## config.mk

```make
export PLATFORM = sky130hd
export DESIGN_NAME = alu_postprocess_flat
export DESIGN_NICKNAME = d
export VERILOG_FILES = /design/src/rtl/alu_postprocess_if.sv /design/src/rtl/alu_postprocess.sv /design/src/flat_wrapper.sv
export SDC_FILE = /design/constraint.sdc
export NUM_CORES = 1
export LEC_CHECK = 0
export ABC_AREA = 1
export BUFFER_PORTS_ARGS = -buffer_cell sky130_fd_sc_hd__buf_2
export CAP_MARGIN = 20
export CORE_AREA = 2 2 49 47
export CTS_CLUSTER_DIAMETER = 150
export DETAILED_ROUTE_END_ITERATION = 8
export DIE_AREA = 0 0 51 49
export PLACE_DENSITY = 0.75
export SLEW_MARGIN = 20
export SYNTH_ARGS = -nofsm -noshare
export SYNTH_HDL_FRONTEND = slang
export SYNTH_SLANG_ARGS = --single-unit
```

## constraint.sdc

```tcl
create_clock -name clk -period 1.9 [get_ports clk]
set_input_delay 0.19 -clock clk [delete_from_list [all_inputs] [get_ports clk]]
set_output_delay 0.19 -clock clk [all_outputs]
set_load 0.01 [all_outputs]
```

## src/rtl/alu_postprocess_if.sv

```systemverilog
// ALU post-processing stage bus.
// Groups the producer handshake (in_valid/in_ready plus the raw ALU
// outputs), the consumer handshake (out_valid/out_ready plus the head
// entry) and the FIFO status/overflow sideband.
//   master : drives the ALU-side inputs, out_ready and ov_clear (testbench/system)
//   slave  : the post-processing block itself
interface alu_postprocess_if #(
  parameter int CNTW = 2
);
  logic            in_valid;
  logic            in_ready;
  logic [2:0]      Op;
  logic [3:0]      Sum;
  logic            Cout;
  logic [3:0]      LogicR;
  logic            AMsb;
  logic            BMsb;
  logic            out_valid;
  logic            out_ready;
  logic [3:0]      Result;
  logic [3:0]      Flags;
  logic [CNTW-1:0] count;
  logic            ov_sticky;
  logic            ov_clear;

  modport master (
    output in_valid, Op, Sum, Cout, LogicR, AMsb, BMsb, out_ready, ov_clear,
    input  in_ready, out_valid, Result, Flags, count, ov_sticky
  );

  modport slave (
    input  in_valid, Op, Sum, Cout, LogicR, AMsb, BMsb, out_ready, ov_clear,
    output in_ready, out_valid, Result, Flags, count, ov_sticky
  );
endinterface

```

## src/rtl/alu_postprocess.sv

```systemverilog
// ALU output stage: selects the result (adder sum or logic-unit output),
// derives the {Z,N,C,V} flags and queues {result, flags} in a DEPTH-entry
// FIFO with valid/ready on both sides and a sticky overflow indicator.
// Ports:
//   clk   : system clock, rising edge
//   rst_n : asynchronous active-low reset (control state only; the entry
//           storage is never reset, outputs are masked while empty)
//   bus   : alu_postprocess_if.slave -- producer side (in_valid, in_ready,
//           Op, Sum, Cout, LogicR, AMsb, BMsb), consumer side (out_valid,
//           out_ready, Result, Flags) and status (count, ov_sticky, ov_clear)
module alu_postprocess #(
  parameter int DEPTH = 2,
  parameter int CNTW  = 2
) (
  input  logic               clk,
  input  logic               rst_n,
  alu_postprocess_if.slave   bus
);

  localparam int PW = (DEPTH > 1) ? $clog2(DEPTH) : 1;
  localparam logic [CNTW-1:0] FULL = CNTW'(DEPTH);

  // Builds the stored entry {R, Z, N, C, V}. Carry and overflow only have
  // meaning for the adder path, so they are masked for logic ops.
  function automatic logic [7:0] make_entry(
    input logic [2:0] op,
    input logic [3:0] sum,
    input logic       cout,
    input logic [3:0] logicr,
    input logic       amsb,
    input logic       bmsb
  );
    logic [3:0] r;
    logic       z;
    logic       n;
    logic       c;
    logic       v;
    r = op[2] ? logicr : sum;
    z = (r == 4'd0);
    n = r[3];
    c = ~op[2] & cout;
    v = ~op[2] & (amsb == bmsb) & (sum[3] != amsb);
    return {r, z, n, c, v};
  endfunction

  logic [7:0]      mem [DEPTH];
  logic [PW-1:0]   wr_ptr;
  logic [PW-1:0]   rd_ptr;
  logic [CNTW-1:0] cnt;
  logic            ov_q;

  logic [7:0]      entry_p0;
  logic            push_p0;
  logic            pop_p0;
  logic            full;
  logic            empty;

  // Stage 0: combinational entry formation and handshake decode
  assign entry_p0 = make_entry(bus.Op, bus.Sum, bus.Cout, bus.LogicR,
                               bus.AMsb, bus.BMsb);
  assign full     = (cnt == FULL);
  assign empty    = (cnt == '0);
  // No pass-through at full: in_ready depends on occupancy alone.
  assign push_p0  = bus.in_valid & ~full;
  assign pop_p0   = bus.out_ready & ~empty;

  // Stage 1: FIFO storage and control registers
  always_ff @(posedge clk) begin
    if (push_p0) begin
      mem[wr_ptr] <= entry_p0;
    end
  end

  always_ff @(posedge clk or negedge rst_n) begin
    if (!rst_n) begin
      wr_ptr <= '0;
      rd_ptr <= '0;
      cnt    <= '0;
      ov_q   <= 1'b0;
    end else begin
      // Power-of-two depth lets the pointers wrap by plain overflow.
      if (push_p0) wr_ptr <= wr_ptr + PW'(1);
      if (pop_p0)  rd_ptr <= rd_ptr + PW'(1);
      case ({push_p0, pop_p0})
        2'b10:   cnt <= cnt + CNTW'(1);
        2'b01:   cnt <= cnt - CNTW'(1);
        default: cnt <= cnt;
      endcase
      // A new overflow outranks a clear request in the same cycle.
      if (push_p0 && entry_p0[0]) begin
        ov_q <= 1'b1;
      end else if (bus.ov_clear) begin
        ov_q <= 1'b0;
      end
    end
  end

  // Stage 2: head-of-queue outputs, zeroed while empty
  assign bus.in_ready  = ~full;
  assign bus.out_valid = ~empty;
  assign bus.Result    = empty ? 4'd0 : mem[rd_ptr][7:4];
  assign bus.Flags     = empty ? 4'd0 : mem[rd_ptr][3:0];
  assign bus.count     = cnt;
  assign bus.ov_sticky = ov_q;

endmodule
```

## src/flat_wrapper.sv

```systemverilog
// flat-port wrapper written by rule: the top's interface ports become plain ports
module alu_postprocess_flat 
#(
  parameter int DEPTH = 2,
  parameter int CNTW  = 2
)
  (clk, rst_n, bus_in_valid, bus_Op, bus_Sum, bus_Cout, bus_LogicR, bus_AMsb, bus_BMsb, bus_out_ready, bus_ov_clear, bus_in_ready, bus_out_valid, bus_Result, bus_Flags, bus_count, bus_ov_sticky);
  alu_postprocess_if #(.CNTW(CNTW)) bus_i ();
  input  logic clk;
  input  logic rst_n;
  input wire logic [$bits(bus_i.in_valid)-1:0] bus_in_valid;
  input wire logic [$bits(bus_i.Op)-1:0] bus_Op;
  input wire logic [$bits(bus_i.Sum)-1:0] bus_Sum;
  input wire logic [$bits(bus_i.Cout)-1:0] bus_Cout;
  input wire logic [$bits(bus_i.LogicR)-1:0] bus_LogicR;
  input wire logic [$bits(bus_i.AMsb)-1:0] bus_AMsb;
  input wire logic [$bits(bus_i.BMsb)-1:0] bus_BMsb;
  input wire logic [$bits(bus_i.out_ready)-1:0] bus_out_ready;
  input wire logic [$bits(bus_i.ov_clear)-1:0] bus_ov_clear;
  output wire logic [$bits(bus_i.in_ready)-1:0] bus_in_ready;
  output wire logic [$bits(bus_i.out_valid)-1:0] bus_out_valid;
  output wire logic [$bits(bus_i.Result)-1:0] bus_Result;
  output wire logic [$bits(bus_i.Flags)-1:0] bus_Flags;
  output wire logic [$bits(bus_i.count)-1:0] bus_count;
  output wire logic [$bits(bus_i.ov_sticky)-1:0] bus_ov_sticky;
  assign bus_i.in_valid = bus_in_valid;
  assign bus_i.Op = bus_Op;
  assign bus_i.Sum = bus_Sum;
  assign bus_i.Cout = bus_Cout;
  assign bus_i.LogicR = bus_LogicR;
  assign bus_i.AMsb = bus_AMsb;
  assign bus_i.BMsb = bus_BMsb;
  assign bus_i.out_ready = bus_out_ready;
  assign bus_i.ov_clear = bus_ov_clear;
  assign bus_in_ready = bus_i.in_ready;
  assign bus_out_valid = bus_i.out_valid;
  assign bus_Result = bus_i.Result;
  assign bus_Flags = bus_i.Flags;
  assign bus_count = bus_i.count;
  assign bus_ov_sticky = bus_i.ov_sticky;
  alu_postprocess #(.DEPTH(DEPTH), .CNTW(CNTW)) u_core (.clk(clk), .rst_n(rst_n), .bus(bus_i));
endmodule
```

==> results of run 1 <==
[state kept, by name (all words and copies together) (netlist names)]
signal,flops
u_core.wr_ptr,1
u_core.bus.ov_sticky,1
u_core.bus.count,2
u_core.rd_ptr,1
u_core.mem,14
[cell families (layout without fill, tap and decap cells)]
family | count (synthesis) | in the layout | synth area share
flops | 19 | 19 | 0.598
compound gates | 11 | 11 | 0.0604
buf+inv | 23 | 55 | 0.102
fa+ha+maj | 1 | 1 | 0.0137
xor+xnor | 4 | 4 | 0.0384
simple gates | 41 | 41 | 0.188
[metal layers]
layer | GRT usage | vias up | wire [um]
met3 | 0.0245 | 5 | 88
met5 | 0 | - | 0
met2 | 0.208 | 25 | 689
met1 | 0.151 | 297 | 639
met4 | 0.131 | 0 | 46
li1 | - | 367 | -
[stage by stage]
| step | setup slack [ns] | hold slack (ns) |
|---|---|---|
| floorplan | 0.411 | -0.106 |
| global placement | 0.454 | 0.0105 |
| detailed placement | 0.396 | 0.0113 |
| CTS | 0.255 | 0.124 |
| global route | 0.112 | 0.172 |
| finish | 0.294 | 0.122 |
[report_power, final]
group / switching, mW / internal (mW) / total [mW]
sequential: 0.0857 / 0.577 / 0.663
combinational: 0.372 / 0.261 / 0.634
clock: 0.114 / 0.0818 / 0.196
total: 0.572 / 0.921 / 1.49
[worst max-delay path: stages, from the launching register on]
cell and delay [ns]:
sky130_fd_sc_hd__dfrtp_1 0.50, sky130_fd_sc_hd__inv_1 0.23, sky130_fd_sc_hd__nand2_1 0.08, sky130_fd_sc_hd__a21oi_1 0.16, sky130_fd_sc_hd__buf_2 0.16
[worst max path at each step]
stage | cells past startpoint | slack, ns | endpoint | start
global route | 4 | 0.11 | bus_Flags[2] | u_core.rd_ptr$_DFFE_PN0P_
CTS | 4 | 0.26 | bus_Flags[2] | u_core.rd_ptr$_DFFE_PN0P_
detailed placement | 4 | 0.40 | u_core.mem[0][4]$_DFFE_PP_ | u_core.bus.count[0]$_DFFE_PN0P_
global placement | 4 | 0.45 | u_core.mem[0][4]$_DFFE_PP_ | u_core.bus.count[0]$_DFFE_PN0P_
finish | 4 | 0.29 | bus_Flags[2] | u_core.rd_ptr$_DFFE_PN0P_
floorplan | 6 | 0.41 | u_core.bus.count[1]$_DFFE_PN0P_ | u_core.bus.count[0]$_DFFE_PN0P_
[cells in the final DEF (no fill, tap or decap), drive strengths merged]
| cell type | synthesis | layout |
|---|---|---|
| inv | 20 | 20 |
| and2 | 1 | 1 |
| buf | 3 | 30 |
| xor2 | 2 | 2 |
| clkbuf | 0 | 4 |
| a21oi | 7 | 7 |
| o21ai | 4 | 4 |
| xnor2 | 2 | 2 |
| dfrtp | 5 | 5 |
| edfxtp | 14 | 14 |
| nor2 | 9 | 9 |
| nand2 | 29 | 29 |
| nand3 | 2 | 2 |
| dlygate4sd3 | 0 | 1 |
| ha | 1 | 1 |
[repair_timing]
action / CTS / global route
hold buffers: 1 / 0
gates resized for setup: 0 / 0
hold endpoints to repair: 5 / 0
[cell type report]
class,count,share of cell area
Sequential cell,19,0.488
Multi-Input combinational cell,57,0.245
Timing Repair Buffer,31,0.146
Inverter,20,0.0672
Tap cell,27,0.0302
Clock buffer,4,0.0235
==> parameters.txt, run 1 <==
Parameter                              Value

Clocking
  CTS root buffer ... sky130_fd_sc_hd__clkbuf_4
  TritonCTS Sinks ... 19
  Clock tree buffer depth ... 2
  Clock tree from TritonCTS ... built
  Clock-pin slew on the worst setup and hold paths ... 0.10 ns
  Setup Buffers After CTS ... 0
  Clock buffers created by TritonCTS ... 3
  Clock latency of the later-clocked register in the worst-skew pair ... approximately 0.30 ns
  Number of H-tree levels ... 1

Placed design
  Routability cong. ... 0.681
  Detail Placement HPWL ... roughly 1.1 mm
  IO Port Bufs ... 29
  Count of placed standard cells including taps ... about 150
  Placed Area ... 1080 um^2

Synthesis
  Sequential element share of the synthesized area ... 0.598
  Dominant cell type by area after synthesis ... sky130_fd_sc_hd__edfxtp_1
  Yosys warns ... 0
  Synthesized area ... 912 um^2
  Flip-flop cell with the highest count after synthesis ... sky130_fd_sc_hd__edfxtp_1
  Leading post-synthesis cells by cell area ... sky130_fd_sc_hd__edfxtp_1 (46%), sky130_fd_sc_hd__dfrtp_1 (14%), sky130_fd_sc_hd__nand2_1 (11%)
  Post-Synthesis Cells ... 99
  Distinct cells, synth ... 16
  Synth Register Bits ... 19
  Post-synth EDFFs ... 14
  Mean instance size in the synthesized netlist ... 9.21 um^2
  Ys async rst share ... 0.263
  Net count of the mapped netlist ... around 120
  Fraction of synthesized cell area taken by the top area cell type ... 0.461
  Commonest cells in the synthesized netlist ... sky130_fd_sc_hd__nand2_1 (27), sky130_fd_sc_hd__inv_1 (20), sky130_fd_sc_hd__edfxtp_1 (14)
  Leading cell type by number of instances after synthesis ... sky130_fd_sc_hd__nand2_1

Worst setup path
  CP Max Fanout ... 9
  Kind of start point of the critical path ... flip-flop
  Required time of the critical path ... 1.71 ns
  Register-to-register setup slack ... slightly below 0.4 ns
  Cells on worst reg2reg path ... 4
  RR Endpoint ... u_core.mem[0][4]$_DFFE_PP_
  Crit. End Element ... primary output
  Crit Path Class ... flip-flop to primary output
  Startpoint of the worst-slack reg-to-reg timing path ... u_core.bus.count[0]$_DFFE_PN0P_
  Signal arrival time at the worst endpoint ... 1.42 ns

Finish
  Count of fill cells added during filler insertion ... between 150 and 200
  Count of antenna diodes in the layout ... 0
  Final cell count without fillers ... between 150 and 200
  Cell area after layout ... 1120 um^2
  Number of nets at the end of the flow ... between 150 and 200
  Area growth from synthesis to layout ... 22.5%
  Sequential standard cell area ... between 500 and 600 um^2
  Area taken by multi-input logic gates ... 274 um^2
  Proportion of layout cells with a drive suffix above 1 ... 0.290
  Final core occ ... 0.553

Floorplan
  Placeable core area ... 2020 um^2
  Chip Height ... around 49 um
  Die Outline Area ... 2500 um^2
  Effective utilization at floorplan ... 0.451
  Total I/O pin count ... 32
  Width of the die ... between 50 and 60 um
  Row count ... 16

GRT
  All-Layer GR Usage ... 0.134
  Largest net degree at the start of global routing ... 11
  Overflow left after global routing ... 0
  Via count of the first global-routing pass ... approximately 630
  Antenna violations before repair ... 0
  Global-route wire length before repair ... 2.43 mm

Route
  Number of nets still failing antenna checks after routing ... 0
  DR iter-0 viols ... 16
  1st-pass router iterations ... 5
  Detail-routed via count per cell ... 4.39
  Number of remaining DRC errors ... 0
  Routed len/inst ... 9.26 um
  Wirelength, routed ... 1.46 mm
  Routed vias ... 694

Worst hold path
  Worst hold stages ... 4
  Endpoint, Worst Hold ... u_core.bus.ov_sticky$_DFFE_PN0P_
  Worst hold path startpoint ... bus_ov_clear
  Worst min-delay path category ... input port to flip-flop

Pwr
  Total chip power ... 1.49 mW
  PwrDens ... 1340 nW/um^2
  Leakage ... 0.562 nW
  Worst supply voltage drop on vdd ... 0.646 mV

Timing
  Max-slew violation count ... 0
  Unrepaired setup endpoints after global routing ... false
  Slew Limit Headroom ... 0.612
  Final total negative setup slack ... 0 ns
  Portion of the clock cycle consumed by the worst path in the final layout ... 0.845
  Largest clock skew in the final design ... 0.00656 ns
  Number of failing setup endpoints in the final timing report ... 0
  Final Critical Period ... 1.61 ns
  Final hold violations ... 0
  Highest clock rate ... 0.623 GHz
  Actual slew at the worst max-slew pin ... ~0.58 ns

Flow run
  Max-cap violation count ... 0

Outcome
  Status ... finished, final reports clean
(Power assumes the default switching activity.)
==> run 2, diff against run 1 <==
Settings changed: ABC_AREA 1 to 0, CORE_AREA 2 2 49 47 to 2 2 49 46, DIE_AREA 0 0 51 49 to 0 0 51 48, PLACE_DENSITY 0.75 to 0.74.
Clock period 1.9 ns to 1.5 ns, I/O delays scaled along.
==> run 2 against run 1 <==
  * Clock skew rose by 0.0012 ns
  * Sequential power rose by 31%
  * Synthesized cell count fell by 37%
  * Final area fell by 3.8%
  * Sequential cell count did not move
  * Wire length fell by 5.8%
  * Register-to-register slack got worse by 0.31 ns
  * Power rose by 26%
==> parameters.txt, run 2 <==
Parameter                              Value

Worst setup path
  Crit Path Class ... flip-flop to flip-flop (was flip-flop to primary output)
  Cell with the largest stage delay on the worst path ... sky130_fd_sc_hd__dfrtp_2 (was sky130_fd_sc_hd__dfrtp_1)
  Cell breakdown of the critical path ... nand2b_1 > nand2_2 > ha_1 > xnor2_1 > nor2_1 > xor2_1 (was inv_1 > nand2_1 > a21oi_1 > buf_2)
  Critical path's largest stage delay ... 0.46 ns (was 0.50 ns)
  Kind of start point of the critical path ... flip-flop (unchanged)
  Signal arrival time at the worst endpoint ... 1.60 ns (was 1.42 ns)
  Cells on worst reg2reg path ... 6 (was 4)
  Required time of the critical path ... 1.68 ns (was 1.71 ns)
  Crit. End Element ... flip-flop (was primary output)
  CP Max Fanout ... 5 (was 9)

Pwr
  Worst supply voltage drop on vdd ... 0.948 mV (was 0.646 mV)
  PwrDens ... 1750 nW/um^2 (was 1340 nW/um^2)
  Leakage ... 0.480 nW (was 0.562 nW)

Timing
  Portion of the clock cycle consumed by the worst path in the final layout ... 0.946
  Largest clock skew in the final design ... 0.00772 ns (was 0.00656 ns)
  Slew Limit Headroom ... 0.753 (was 0.612)
  Final hold violations ... 0 (unchanged)
  Unrepaired setup endpoints after global routing ... false (unchanged)
  Final total negative setup slack ... 0 ns (unchanged)
  Highest clock rate ... 0.705 GHz
  Final Critical Period ... 1.42 ns
  Actual slew at the worst max-slew pin ... 0.370 ns (was 0.580 ns)
  Number of failing setup endpoints in the final timing report ... 0 (unchanged)
  Final Hold Slack ... 0.0340 ns (was 0.122 ns)
  Max-slew violation count ... 0 (unchanged)

Clocking
  Clock-pin slew on the worst setup and hold paths ... 0.10 ns (about the same)
  Clock latency of the later-clocked register in the worst-skew pair ... 0.29 ns (was 0.30 ns)
  Number of H-tree levels ... 1 (unchanged)
  CTS root buffer ... sky130_fd_sc_hd__clkbuf_4 (unchanged)
  Clock tree from TritonCTS ... built (unchanged)
  TritonCTS Sinks ... 19 (unchanged)
  Clock buffers created by TritonCTS ... 3 (unchanged)
  Clock tree buffer depth ... 2 (unchanged)

Synthesis
  Post-Synthesis Cells ... 62 (was 99)
  Yosys warns ... 0 (unchanged)
  Flip-flop cell with the highest count after synthesis ... sky130_fd_sc_hd__edfxtp_1 (unchanged)
  Distinct cells, synth ... 23 (was 16)
  Dominant cell type by area after synthesis ... sky130_fd_sc_hd__edfxtp_1 (unchanged)
  Post-synthesis compound-gate area fraction ... 0.0158 (was 0.0604)
  Largest family of logic cells by synthesized area ... multiplexers (was simple AND/OR/NAND/NOR gates)
  Simple-gate area share of the yosys netlist ... 0.115 (was 0.188)
  Leading cell type by number of instances after synthesis ... sky130_fd_sc_hd__edfxtp_1 (was sky130_fd_sc_hd__nand2_1)
  Fraction of synthesized cell area taken by the top area cell type ... 0.483 (was 0.461)
  Adder-Cell Fraction of Synth Area ... 0.0144 (was 0.0137)
  Synth Area in XOR/XNOR ... 0.0504 (was 0.0384)
  Sequential element share of the synthesized area ... 0.627 (was 0.598)
  Leading post-synthesis cells by cell area ... sky130_fd_sc_hd__edfxtp_1 (48%), sky130_fd_sc_hd__dfrtp_1 (14%), sky130_fd_sc_hd__mux2i_1 (8.1%) (was sky130_fd_sc_hd__edfxtp_1 (46%), sky130_fd_sc_hd__dfrtp_1 (14%), sky130_fd_sc_hd__nand2_1 (11%))
  Net count of the mapped netlist ... 82 (was 119)
  Ys async rst share ... 0.263 (unchanged)
  Commonest cells in the synthesized netlist ... sky130_fd_sc_hd__edfxtp_1 (14), sky130_fd_sc_hd__nor2_1 (11), sky130_fd_sc_hd__mux2i_1 (7) (was sky130_fd_sc_hd__nand2_1 (27), sky130_fd_sc_hd__inv_1 (20), sky130_fd_sc_hd__edfxtp_1 (14))
  Post-synth EDFFs ... 14 (unchanged)
  Synthesized area ... 870 um^2 (was 912 um^2)
  Mux contribution to synthesized area ... 0.141 (was 0)
  Synth Register Bits ... 19 (unchanged)
  Mean instance size in the synthesized netlist ... 14.0 um^2 (was 9.21 um^2)

Floorplan
  Placeable core area ... 1900 um^2 (was 2020 um^2)
  Effective utilization at floorplan ... 0.459 (was 0.451)
  Row count ... 15 (was 16)
  Die Outline Area ... 2450 um^2 (was 2500 um^2)
  Chip Height ... 48 um (was 49 um)
  Width of the die ... 51 um (unchanged)
  Total I/O pin count ... 32 (unchanged)

Placed design
  IO Port Bufs ... 29 (unchanged)
  Detail Placement HPWL ... 1.05 mm (was 1.13 mm)
  Routability cong. ... 0.758 (was 0.681)

Worst hold path
  Worst min-delay path category ... input port to flip-flop (unchanged)
  Worst hold stages ... 2 (was 4)

Route
  Routed vias ... 570 (was 694)
  Wirelength, routed ... 1.38 mm (was 1.46 mm)
  Number of nets still failing antenna checks after routing ... 0 (unchanged)
  Routed len/inst ... 11.6 um (was 9.26 um)
  Number of remaining DRC errors ... 0 (unchanged)
  DR iter-0 viols ... 16 (unchanged)
  1st-pass router iterations ... 4 (was 5)
  Detail-routed via count per cell ... 4.79 (was 4.39)

GRT
  Global-route wire length before repair ... 2.25 mm (was 2.43 mm)
  Via count of the first global-routing pass ... 522 (was 631)
  All-Layer GR Usage ... 0.131 (was 0.134)
  Overflow left after global routing ... 0 (unchanged)
  Largest net degree at the start of global routing ... 12 (was 11)
  Antenna violations before repair ... 0 (unchanged)

Outcome
  Status ... finished, final reports clean (unchanged)

Finish
  Top register by number of flip-flops ... u_core.mem (unchanged)
  Count of fill cells added during filler insertion ... 159 (was 183)
  Count of antenna diodes in the layout ... 0 (unchanged)
  Area growth from synthesis to layout ... 23.6% (was 22.5%)
  Number of nets at the end of the flow ... 115 (was 152)
  Sequential standard cell area ... 548 um^2 (was 546 um^2)
  Commonest non-fill, non-tap cells in the layout ... sky130_fd_sc_hd__buf_2 (29), sky130_fd_sc_hd__edfxtp_1 (14), sky130_fd_sc_hd__nor2_1 (10) (was sky130_fd_sc_hd__buf_2 (29), sky130_fd_sc_hd__nand2_1 (27), sky130_fd_sc_hd__inv_1 (20))
  Area taken by multi-input logic gates ... 298 um^2 (was 274 um^2)
  Number of flip-flops under the largest register name ... 14 (unchanged)
  Proportion of layout cells with a drive suffix above 1 ... 0.479 (was 0.290)
  Commonest non-fill, non-tap cell in the layout ... sky130_fd_sc_hd__buf_2 (unchanged)

Flow run
  Max-cap violation count ... 0 (unchanged)
run 2: area by class of cell:
class | count | share of cell area
Clock buffer | 3 | 0.0210
Tap cell | 25 | 0.0291
Clock inverter | 1 | 0.00466
Inverter | 2 | 0.00698
Timing Repair Buffer | 31 | 0.151
Multi-Input combinational cell | 38 | 0.277
Sequential cell | 19 | 0.510
run 2: timing repair:
action                                  4_1_cts  5_1_grt
pin swaps                                     0        0
hold buffers                                  1        0
hold endpoints to repair                      5        0
cloned                                        0        0
gates resized for setup                       1        2
setup buffers                                 0        0
endpoints found under the setup margin        3       10
run 2: kinds of logic after synthesis:
logic type | Yosys count
AND/OR/NAND/NOR | 19
buffers and inverters | 5
AO/OA/AOI/OAI | 2
flip-flops | 19
XOR/XNOR | 5
multiplexers | 11
adder cells (fa/ha/maj) | 1
run 2: critical path: cells and delay by family (launching register included):
kind	cells	cell delay [ns]
flip-flops	1	0.46
AND/OR/NAND/NOR	3	0.41
adder cells (fa/ha/maj)	1	0.19
XOR/XNOR	2	0.26
run 2: worst paths after layout:
kind / from / endpoint / slack [ns]
worst max-delay path: u_core.bus.count[0]$_DFFE_PN0P_ / u_core.bus.count[1]$_DFFE_PN0P_ / 0.08
worst min register to register: u_core.wr_ptr$_DFFE_PN0P_ / u_core.wr_ptr$_DFFE_PN0P_ / 0.52
min in group asynchronous: rst_n / u_core.bus.ov_sticky$_DFFE_PN0P_ / 0.20
max in group asynchronous: rst_n / u_core.rd_ptr$_DFFE_PN0P_ / 1.15
worst min-delay path: bus_ov_clear / u_core.bus.ov_sticky$_DFFE_PN0P_ / 0.03
worst max register to register: u_core.bus.count[0]$_DFFE_PN0P_ / u_core.bus.count[1]$_DFFE_PN0P_ / 0.08
run 2: metal layers:
layer	global-route usage	wire [um]	vias up
met1	0.167	623	261
met5	0	0	-
met3	0.0219	71	2
met4	0.0973	27	0
met2	0.208	656	23
li1	-	-	284
run 2: report_power, final:
group          total (mW)  switching [mW]  internal [mW]
sequential          0.870           0.129          0.741
clock               0.241           0.142         0.0991
combinational       0.766           0.401          0.366
total                1.88           0.671           1.21
run 2: metrics by stage:
stage	setup WS, ns	power [mW]	cell area [um^2]	cells	utilization
6_report	0.0807	1.88	1070	119	0.567
5_1_grt	0.00488	2.01	1070	119	0.567
4_1_cts	0.0391	1.88	1070	119	0.565
3_5_place_dp	0.0647	1.64	1030	114	0.545
3_3_place_gp	0.105	1.62	1030	114	0.545
2_1_floorplan	0.0177	1.37	872	62	-
==> run 3, diff against run 2 <==
Settings changed: SETUP_SLACK_MARGIN from default to 0.5.
==> run 3 against run 2 <==
  * Clock power up 6%
  * Maximum frequency rose by 2.2%
  * Power rose by 27%
  * Hold slack got worse by 0.0087 ns
  * Critical path depth down 3
  * Critical path type is now flip-flop to primary output
  * Critical endpoint is now bus_Flags[0]
  * Largest cell class unchanged
==> parameters.txt, run 3 (synthesis gave the netlist of run 2 again) <==
Parameter                              Value

Outcome
  Status ... finished, final reports clean (unchanged)

Route
  DR iter-0 viols ... 6 (was 16)
  Wirelength, routed ... 1.72 mm (was 1.38 mm)
  Number of nets still failing antenna checks after routing ... 0 (unchanged)
  Detail-routed via count per cell ... 4.80 (was 4.79)
  Routed vias ... 605 (was 570)
  Number of remaining DRC errors ... 0 (unchanged)
  1st-pass router iterations ... 2 (was 4)
  Routed len/inst ... 13.6 um (was 11.6 um)

Worst setup path
  Critical path's largest stage delay ... 0.52 ns (was 0.46 ns)
  Crit Path Class ... flip-flop to primary output (was flip-flop to flip-flop)
  Register-to-register setup slack ... 0.13 ns (was 0.08 ns)
  Kind of start point of the critical path ... flip-flop (unchanged)
  Signal arrival time at the worst endpoint ... 1.24 ns (was 1.60 ns)
  Cell with the largest stage delay on the worst path ... sky130_fd_sc_hd__dfrtp_2 (unchanged)
  Buf+Inv Stages, Crit Path ... 1 (was 0)
  CP Max Fanout ... 8 (was 5)
  Cell family with most CP delay ... flip-flops (unchanged)
  Start point of the critical path ... u_core.rd_ptr$_DFFE_PN0P_ (was u_core.bus.count[0]$_DFFE_PN0P_)
  Required time of the critical path ... 1.35 ns (was 1.68 ns)
  Cell breakdown of the critical path ... mux2i_1 > nor2_1 > buf_2 (was nand2b_1 > nand2_2 > ha_1 > xnor2_1 > nor2_1 > xor2_1)
  Crit. End Element ... primary output (was flip-flop)
  Cells on worst reg2reg path ... 7 (was 6)
  Worst Setup EP ... bus_Flags[0] (was u_core.bus.count[1]$_DFFE_PN0P_)
  RR Endpoint ... u_core.bus.count[1]$_DFFE_PN0P_ (unchanged)
  Stages on the worst setup path ... 3 (was 6)
  Startpoint of the worst-slack reg-to-reg timing path ... u_core.bus.count[1]$_DFFE_PN0P_ (was u_core.bus.count[0]$_DFFE_PN0P_)

Placed design
  Count of placed standard cells including taps ... 114 (unchanged)
  IO Port Bufs ... 29 (unchanged)
  Routability cong. ... 0.764 (was 0.758)

Floorplan
  Die Outline Area ... 2450 um^2 (unchanged)
  Chip Height ... 48 um (unchanged)
  Total I/O pin count ... 32 (unchanged)
  Row count ... 15 (unchanged)
  Placeable core area ... 1900 um^2 (unchanged)
  Width of the die ... 51 um (unchanged)
  Effective utilization at floorplan ... 0.459 (unchanged)

Finish
  Commonest non-fill, non-tap cell in the layout ... sky130_fd_sc_hd__buf_2 (unchanged)
  Sequential standard cell area ... 549 um^2 (was 548 um^2)
  Count of fill cells added during filler insertion ... 136 (was 159)
  Proportion of layout cells with a drive suffix above 1 ... 0.614 (was 0.479)
  Area taken by multi-input logic gates ... 374 um^2 (was 298 um^2)
  Number of nets at the end of the flow ... 122 (was 115)
  Count of antenna diodes in the layout ... 0 (unchanged)
  Area growth from synthesis to layout ... 44.7% (was 23.6%)
  Number of flip-flops under the largest register name ... 14 (unchanged)
  Top register by number of flip-flops ... u_core.mem (unchanged)
  Final cell count without fillers ... 126 (was 119)
  Commonest non-fill, non-tap cells in the layout ... sky130_fd_sc_hd__buf_2 (26), sky130_fd_sc_hd__edfxtp_1 (14), sky130_fd_sc_hd__nor2_1 (10) (was sky130_fd_sc_hd__buf_2 (29), sky130_fd_sc_hd__edfxtp_1 (14), sky130_fd_sc_hd__nor2_1 (10))

Timing
  Largest clock skew in the final design ... 0.00921 ns (was 0.00772 ns)
  Actual slew at the worst max-slew pin ... 0.262 ns (was 0.370 ns)
  Final total negative setup slack ... 0 ns (unchanged)
  Final Critical Period ... 1.39 ns (was 1.42 ns)
  Unrepaired setup endpoints after global routing ... true (was false)
  Max-slew violation count ... 0 (unchanged)
  Final hold violations ... 0 (unchanged)
  Number of failing setup endpoints in the final timing report ... 0 (unchanged)
  Portion of the clock cycle consumed by the worst path in the final layout ... 0.926 (was 0.946)
  Slew Limit Headroom ... 0.824 (was 0.753)
  Highest clock rate ... 0.720 GHz (was 0.705 GHz)

GRT
  Via count of the first global-routing pass ... 539 (was 522)
  Largest net degree at the start of global routing ... 12 (unchanged)
  Antenna violations before repair ... 0 (unchanged)
  Overflow left after global routing ... 0 (unchanged)
  Global-route wire length before repair ... 2.50 mm (was 2.25 mm)
  All-Layer GR Usage ... 0.155 (was 0.131)

Worst hold path
  Worst min-delay path category ... input port to flip-flop (unchanged)
  Worst hold stages ... 2 (unchanged)

Clocking
  Clock buffers created by TritonCTS ... 3 (unchanged)
  Clock-pin slew on the worst setup and hold paths ... 0.11 ns (was 0.10 ns)
  CTS root buffer ... sky130_fd_sc_hd__clkbuf_4 (unchanged)
  Clock tree buffer depth ... 2 (unchanged)
  TritonCTS Sinks ... 19 (unchanged)
  Clock tree from TritonCTS ... built (unchanged)
  Clock latency of the later-clocked register in the worst-skew pair ... 0.30 ns (was 0.29 ns)
  Number of H-tree levels ... 1 (unchanged)

Pwr
  Leakage ... 0.566 nW (was 0.480 nW)
  PwrDens ... 1900 nW/um^2 (was 1750 nW/um^2)
  Worst supply voltage drop on vdd ... 1.25 mV (was 0.948 mV)

Flow run
  Max-cap violation count ... 0 (unchanged)
## run 3: changes by cell type in the layout (fill, tap and decap cells not counted), moves of 2 or more
cell                      before  now
sky130_fd_sc_hd__nor2_2        2    0
sky130_fd_sc_hd__xnor2_1       3    0
sky130_fd_sc_hd__xnor2_2       0    3
sky130_fd_sc_hd__buf_6         0    9
sky130_fd_sc_hd__nor2_4        0    2
sky130_fd_sc_hd__buf_2        29   26
## run 3: cell type report
cell class | instances | share of cell area
sequential | 19 | 0.436
timing repair buffer | 38 | 0.214
inverter | 2 | 0.00596
tap | 25 | 0.0249
multi-input combinational | 38 | 0.297
clock inverter | 1 | 0.00398
clock buffer | 3 | 0.0179
## run 3: how the worst min path moves through the flow
stage | to | slack [ns] | start
4_1_cts | u_core.bus.ov_sticky$_DFFE_PN0P_ | 0.03 | bus_ov_clear
3_5_place_dp | u_core.bus.ov_sticky$_DFFE_PN0P_ | -0.03 | rst_n
3_3_place_gp | u_core.wr_ptr$_DFFE_PN0P_ | -0.03 | rst_n
6_report | u_core.bus.ov_sticky$_DFFE_PN0P_ | 0.03 | bus_ov_clear
2_1_floorplan | u_core.bus.count[0]$_DFFE_PN0P_ | -0.15 | rst_n
5_1_grt | u_core.bus.ov_sticky$_DFFE_PN0P_ | 0.02 | bus_ov_clear
## run 3: power by group
group	internal, mW	leakage (nW)	switching [mW]
Clock	0.0992	0.0177	0.156
Combinational	0.698	0.359	0.541
Sequential	0.743	0.188	0.148
Total	1.54	0.566	0.845
## run 3: per-stage QoR
stage	instance area (um^2)	utilization	hold WS, ns	total power [mW]	setup WS, ns
floorplan	927	-	-0.146	1.48	0.164
global placement	1080	0.572	-0.0286	1.73	0.229
detailed placement	1080	0.572	-0.0282	1.75	0.194
CTS	1230	0.648	0.0266	2.29	0.116
global route	1260	0.664	0.0246	2.52	0.0279
finish	1260	0.664	0.0252	2.39	0.111
## run 3: layer usage
layer / global-route usage / wire [um] / up-vias
met5: 0 / 0 / -
met4: 0.114 / 36 / 0
met3: 0.0406 / 76 / 4
met2: 0.283 / 940 / 18
met1: 0.161 / 661 / 287
li1: - / - / 296
## run 3: repair_timing
| action | CTS | global route |
|---|---|---|
| hold endpoints to repair | 5 | 0 |
| gates resized for setup | 10 | 5 |
| hold buffers | 1 | 0 |
| setup buffers | 6 | 1 |
| setup endpoints to repair | 29 | 31 |
| pin swaps | 5 | 0 |
